--- src/rtl/mine_scheduler.sv ---
// Mine spawn scheduler: paces spawn attempts by frame count and caps the number of active mines.
// Optional feature: define MINE_SCHED_AVOID_REPEAT_EN to rotate away from the last acknowledged direction.
module mine_scheduler #(
  parameter int unsigned SPAWN_PERIOD = 60,
  parameter int unsigned MAX_MINES    = 4
) (
  input  logic       clk,
  input  logic       resetN,
  input  logic       startOfFrame,
  input  logic       enable,
  input  logic [2:0] random,
  input  logic       spawn_ack,
  input  logic       mine_cleared,
  output logic       spawn_req,
  output logic [3:0] spawn_dir,
  output logic [2:0] active_count,
  output logic       busy
);

  localparam logic [1:0] S_IDLE   = 2'd0;
  localparam logic [1:0] S_WAIT   = 2'd1;
  localparam logic [1:0] S_SAMPLE = 2'd2;
  localparam logic [1:0] S_REQ    = 2'd3;

  localparam logic [7:0] LAST_FRAME = 8'(SPAWN_PERIOD - 1);
  localparam logic [2:0] MAX_COUNT  = 3'(MAX_MINES);

  logic [1:0] state_q, state_d;
  logic [7:0] frame_cnt_q, frame_cnt_d;
  logic       req_q, req_d;
  logic [3:0] dir_q, dir_d;
  logic [2:0] count_q, count_d;
  logic       busy_q, busy_d;
  logic [3:0] decoded_dir;
  logic [3:0] chosen_dir;
  logic       spawn_done;

  always_comb begin
    decoded_dir = 4'b1000;
    case (random)
      3'b001:  decoded_dir = 4'b0001;
      3'b010:  decoded_dir = 4'b0010;
      3'b011:  decoded_dir = 4'b0100;
      default: decoded_dir = 4'b1000;
    endcase
  end

`ifdef MINE_SCHED_AVOID_REPEAT_EN
  logic [3:0] last_dir_q, last_dir_d;

  // last_dir resets to zero, which never matches a one-hot decode
  assign chosen_dir = (decoded_dir == last_dir_q) ? {decoded_dir[2:0], decoded_dir[3]}
                                                  : decoded_dir;

  always_comb begin
    last_dir_d = last_dir_q;
    if (spawn_done) begin
      last_dir_d = dir_q;
    end
  end

  always_ff @(posedge clk or negedge resetN) begin
    if (!resetN) begin
      last_dir_q <= 4'b0000;
    end else begin
      last_dir_q <= last_dir_d;
    end
  end
`else
  assign chosen_dir = decoded_dir;
`endif

  always_comb begin
    state_d     = state_q;
    frame_cnt_d = frame_cnt_q;
    req_d       = req_q;
    dir_d       = dir_q;
    spawn_done  = 1'b0;
    case (state_q)
      S_IDLE: begin
        if (enable) begin
          state_d = S_WAIT;
        end
      end
      S_WAIT: begin
        if (!enable) begin
          state_d     = S_IDLE;
          frame_cnt_d = 8'd0;
        end else if (startOfFrame) begin
          if (frame_cnt_q == LAST_FRAME) begin
            frame_cnt_d = 8'd0;
            state_d     = S_SAMPLE;
          end else begin
            frame_cnt_d = frame_cnt_q + 8'd1;
          end
        end
      end
      S_SAMPLE: begin
        // a pause takes priority over launching a request
        if (!enable) begin
          state_d     = S_IDLE;
          frame_cnt_d = 8'd0;
        end else if (count_q == MAX_COUNT) begin
          state_d = S_WAIT;
        end else begin
          dir_d   = chosen_dir;
          req_d   = 1'b1;
          state_d = S_REQ;
        end
      end
      default: begin
        if (spawn_ack) begin
          spawn_done = 1'b1;
          req_d      = 1'b0;
          dir_d      = 4'b0000;
          state_d    = enable ? S_WAIT : S_IDLE;
        end
      end
    endcase
  end

  // simultaneous spawn and clear cancel out
  always_comb begin
    count_d = count_q;
    if (spawn_done && !mine_cleared) begin
      count_d = count_q + 3'd1;
    end else if (!spawn_done && mine_cleared && (count_q != 3'd0)) begin
      count_d = count_q - 3'd1;
    end
  end

  assign busy_d = (state_d != S_IDLE);

  always_ff @(posedge clk or negedge resetN) begin
    if (!resetN) begin
      state_q     <= S_IDLE;
      frame_cnt_q <= 8'd0;
      req_q       <= 1'b0;
      dir_q       <= 4'b0000;
      count_q     <= 3'd0;
      busy_q      <= 1'b0;
    end else begin
      state_q     <= state_d;
      frame_cnt_q <= frame_cnt_d;
      req_q       <= req_d;
      dir_q       <= dir_d;
      count_q     <= count_d;
      busy_q      <= busy_d;
    end
  end

  assign spawn_req    = req_q;
  assign spawn_dir    = dir_q;
  assign active_count = count_q;
  assign busy         = busy_q;

endmodule

--- config.mk ---
export PLATFORM = sky130hd
export DESIGN_NAME = mine_scheduler
export DESIGN_NICKNAME = d
export VERILOG_FILES = /design/src/rtl/mine_scheduler.sv
export SDC_FILE = /design/constraint.sdc
export NUM_CORES = 1
export LEC_CHECK = 0
export ABC_AREA = 1
export BUFFER_PORTS_ARGS = -buffer_cell sky130_fd_sc_hd__buf_2
export CELL_PAD_IN_SITES_DETAIL_PLACEMENT = 1
export CELL_PAD_IN_SITES_GLOBAL_PLACEMENT = 2
export CORE_AREA = 10 10 71 73
export CTS_BUF_LIST = sky130_fd_sc_hd__clkbuf_16
export CTS_CLUSTER_DIAMETER = 80
export DETAILED_ROUTE_END_ITERATION = 12
export DIE_AREA = 0 0 81 83
export PLACE_DENSITY = 0.7
export SYNTH_ARGS = -nofsm -noshare
export SYNTH_HDL_FRONTEND = slang
export SYNTH_SLANG_ARGS = --single-unit
export TNS_END_PERCENT = 20
--- constraint.sdc ---
create_clock -name clk -period 1.7 [get_ports clk]
set_input_delay 0.34 -clock clk [delete_from_list [all_inputs] [get_ports clk]]
set_output_delay 0.34 -clock clk [all_outputs]
set_load 0.005 [all_outputs]
==> impl_table.tex <==
\begin{tabular}{lr}
\hline
Metric & Value \\
\hline
\multicolumn{2}{l}{\textbf{Run status}} \\
Run status & completed \\
\multicolumn{2}{l}{\textbf{Worst setup path}} \\
Critical Path Sink Type & flip-flop \\
Worst path required time & between 1.5 and 2 ns \\
CP max stage delay & 0.39 ns \\
Critical path launch point type & flip-flop \\
Cell at the slowest stage of the critical path & dfrtp\_1 \\
Arr. time, crit path & 1.72 ns \\
Worst Path Max Fanout & 3 \\
Critical path's most frequent cell & nand2\_1 \\
Critical path cell sequence & nand3\_2 -> nor2\_2 -> inv\_2 -> fa\_1 -> inv\_1 -> nand4\_1 -> nand2\_1 -> nand2\_1 -> nand2\_1 -> inv\_1 \\
Classification of the worst setup path & flip-flop to flip-flop \\
\multicolumn{2}{l}{\textbf{Synthesis}} \\
Cell area after technology mapping & 1080 sq um \\
Async set-or-reset flop fraction in the synthesized netlist & 100\% \\
Distinct cell type count of the synthesized netlist & 22 \\
Library cell occupying the most area in the post-synthesis netlist & dfrtp\_1 \\
Leading cell types by count after synthesis & nand2\_1 (40), inv\_1 (22), dfrtp\_1 (19) \\
Sequential area share after synthesis & between 40\% and 50\% \\
Post-synth EDFFs & 0 \\
Number of synthesized register bits & 19 \\
Area share of the leading cell type in the synthesized netlist & 44.0\% \\
Synth top area cells & dfrtp\_1 (44\%), nand2\_1 (14\%), nand3\_1 (8.3\%) \\
Number of warnings reported in the yosys synthesis log & 0 \\
Synthesized Nets & 154 \\
Cell count after synthesis & around 140 \\
Dominant cell by count in the synthesized netlist & nand2\_1 \\
Syn\_area\_per\_cell & 7.55 sq um \\
Most used flip-flop cell after synthesis & dfrtp\_1 \\
\multicolumn{2}{l}{\textbf{Layout}} \\
Antenna cells & 0 \\
Ratio of cells with drive above 1 in the final layout & 21.6\% \\
Final design instance area without fill & 1320 sq um \\
Final \#Nets & 179 \\
Area overhead of the layout relative to synthesis & 22.5\% \\
\multicolumn{2}{l}{\textbf{Place}} \\
HPWL reported at the end of detailed placement & 2.25 mm \\
Standard cell area after detailed placement & 1240 sq um \\
Count of input and output buffers & 17 \\
Routability Congestion & 0.711 \\
\multicolumn{2}{l}{\textbf{Clock network}} \\
Worst-path clk slew & 0.05 ns \\
Clock H-tree levels & 1 \\
Buffer depth of the longest clock path & 2 \\
Total clock sinks & 19 \\
Clock latency at the later pin of the worst-skew pair & 0.25 ns \\
Number of buffers inserted for hold repair after clock tree synthesis & 0 \\
\# resized after CTS & 0 \\
TritonCTS Buffers & 3 \\
Clock root cell & clkbuf\_16 \\
CTS tree & yes \\
Setup bufs post-CTS & 0 \\
\multicolumn{2}{l}{\textbf{Route}} \\
Post-DRT Antenna Nets & 0 \\
Mean routed wirelength per cell & 12.6 um \\
Post-route DRC & 0 \\
Avg Vias per Cell & roughly 4.5 \\
DR iter-0 viols & 14 \\
Pre-antenna DRT Iters & 4 \\
Routed WL & 2.72 mm \\
Via total after detailed routing & approximately 960 \\
\multicolumn{2}{l}{\textbf{Timing}} \\
Setup repair after global routing missed its margin & no \\
Hold violation total from the final report & 0 \\
Final count of pins violating max slew & 0 \\
Clock skew after layout & 0.00123 ns \\
Tcrit/Tclk final & between 90 and 100\% \\
Achievable frequency & 0.637 GHz \\
Rel. slew slack & 69.5\% \\
Sum of negative setup slack & 0 ns \\
Worst slew pin tran & about 0.46 ns \\
Crit path time final & $\sim$1.6 ns \\
Number of endpoints failing setup at the final stage & 0 \\
\multicolumn{2}{l}{\textbf{GRT}} \\
Largest net degree at the start of global routing & 20 \\
Overall overflow remaining after global route & 0 \\
Antenna violations before repair & 0 \\
Vias in the first global route & 1035 \\
Global-route wire length before repair & 4.63 mm \\
Global router's overall resource usage & 8.53\% \\
\multicolumn{2}{l}{\textbf{Die}} \\
Area of the placeable core & 3630 sq um \\
DIE HEIGHT & about 83 um \\
Initial core utilization & between 20 and 30\% \\
Placement row count & 22 \\
Chip width & 81 um \\
Number of top-level pins & 18 \\
Overall die area & 6720 sq um \\
\multicolumn{2}{l}{\textbf{Hold path}} \\
Worst Hold Class & primary input to async pin \\
\multicolumn{2}{l}{\textbf{Power and ir drop}} \\
Leakage power & 0.717 nW \\
IR Drop Worst-Case VDD & between 0.4 and 0.5 mV \\
P per Cell Area & around 990 nW/um\^{}2 \\
\multicolumn{2}{l}{\textbf{Run}} \\
\# Max-Cap Violations & 0 \\
\hline
\end{tabular}
-- layout by cell type, fill, tap and decap left out, types with 4 or more instances in the layout --
cell	count
nand2_1	40
inv_1	23
dfrtp_1	19
nand3_1	18
buf_2	17
nor2_1	10
nand3b_1	5
nand4_1	4
o21ai_0	4
buf_4	4
-- kinds of logic (layout without fill, tap and decap cells) --
logic type                 after synthesis  in the layout  share of synthesized area, %
AOI/OAI and AO/OA                       10             10                          5.45
buffers and inverters                   26             50                          9.73
and+or+nand+nor                         85             85                          37.0
DFF                                     19             19                          44.0
xor gates and xnor gates                 1              1                         0.811
adders and majority gates                2              2                          3.01
-- per-layer routing --
metal / part of all wire [%] / global-route usage (%) / vias up
li1: - / - / 496
met1: 44 / 9.30 / 451
met2: 50 / 14.5 / 11
met3: 4.5 / 2.69 / 4
met4: 1.1 / 3.76 / 0
met5: 0 / 0 / -
-- flip-flops by register name, indices dropped and copies added (netlist names) --
name,count
frame_cnt_q,8
spawn_dir,4
active_count,3
state_q,2
busy,1
spawn_req,1
-- stage by stage --
step                setup slack, ns  hold slack [ns]  total power, mW  utilization, %  std cells
finish                        0.131           0.0356             1.31            36.4        215
global placement              0.159            0.313            0.836            34.2        211
floorplan                     0.144           0.0444            0.736               -        143
CTS                           0.131           0.0493             1.34            36.4        215
detailed placement            0.101            0.323            0.851            34.2        211
global route                0.00110           0.0606             1.40            36.4        215
-- critical path: cells and delay by family (launching register included) --
family                     cells  cell delay, ns
adders and majority gates      1            0.39
and+or+nand+nor                6            0.52
DFF                            1            0.39
buffers and inverters          3            0.16
-- cell type report --
| cell class | count | area [sq um] |
|---|---|---|
| inverters | 25 | 93.8 |
| clock inverters | 1 | 3.75 |
| clock buffers | 3 | 75.1 |
| flip-flops and latches | 19 | 475 |
| repair buffers | 21 | 115 |
| fillers | 482 | 2310 |
| multi-input cells | 98 | 499 |
| well taps | 48 | 60.1 |
-- path summary, 6_finish.rpt --
| check | depth (start not counted) | slack (ns) | end | from |
|---|---|---|---|---|
| max | 10 | 0.13 | active_count[2] | state_q[0] |
| min | 1 | 0.04 | frame_cnt_q[2] | resetN |
| max reg2reg | 10 | 0.13 | active_count[2] | state_q[0] |
| min reg2reg | 2 | 0.48 | spawn_dir[0] | spawn_dir[0] |
| max in group asynchronous | 1 | 1.34 | frame_cnt_q[5] | resetN |
| min in group clk | 3 | 0.38 | state_q[1] | startOfFrame |
-- power breakdown --
part           internal, mW  total (mW)  switching (mW)
clock                 0.313       0.474           0.162
combinational         0.111       0.268           0.157
sequential            0.505       0.564          0.0595
total                 0.929        1.31           0.378
Power figures use the tool's default switching activity.
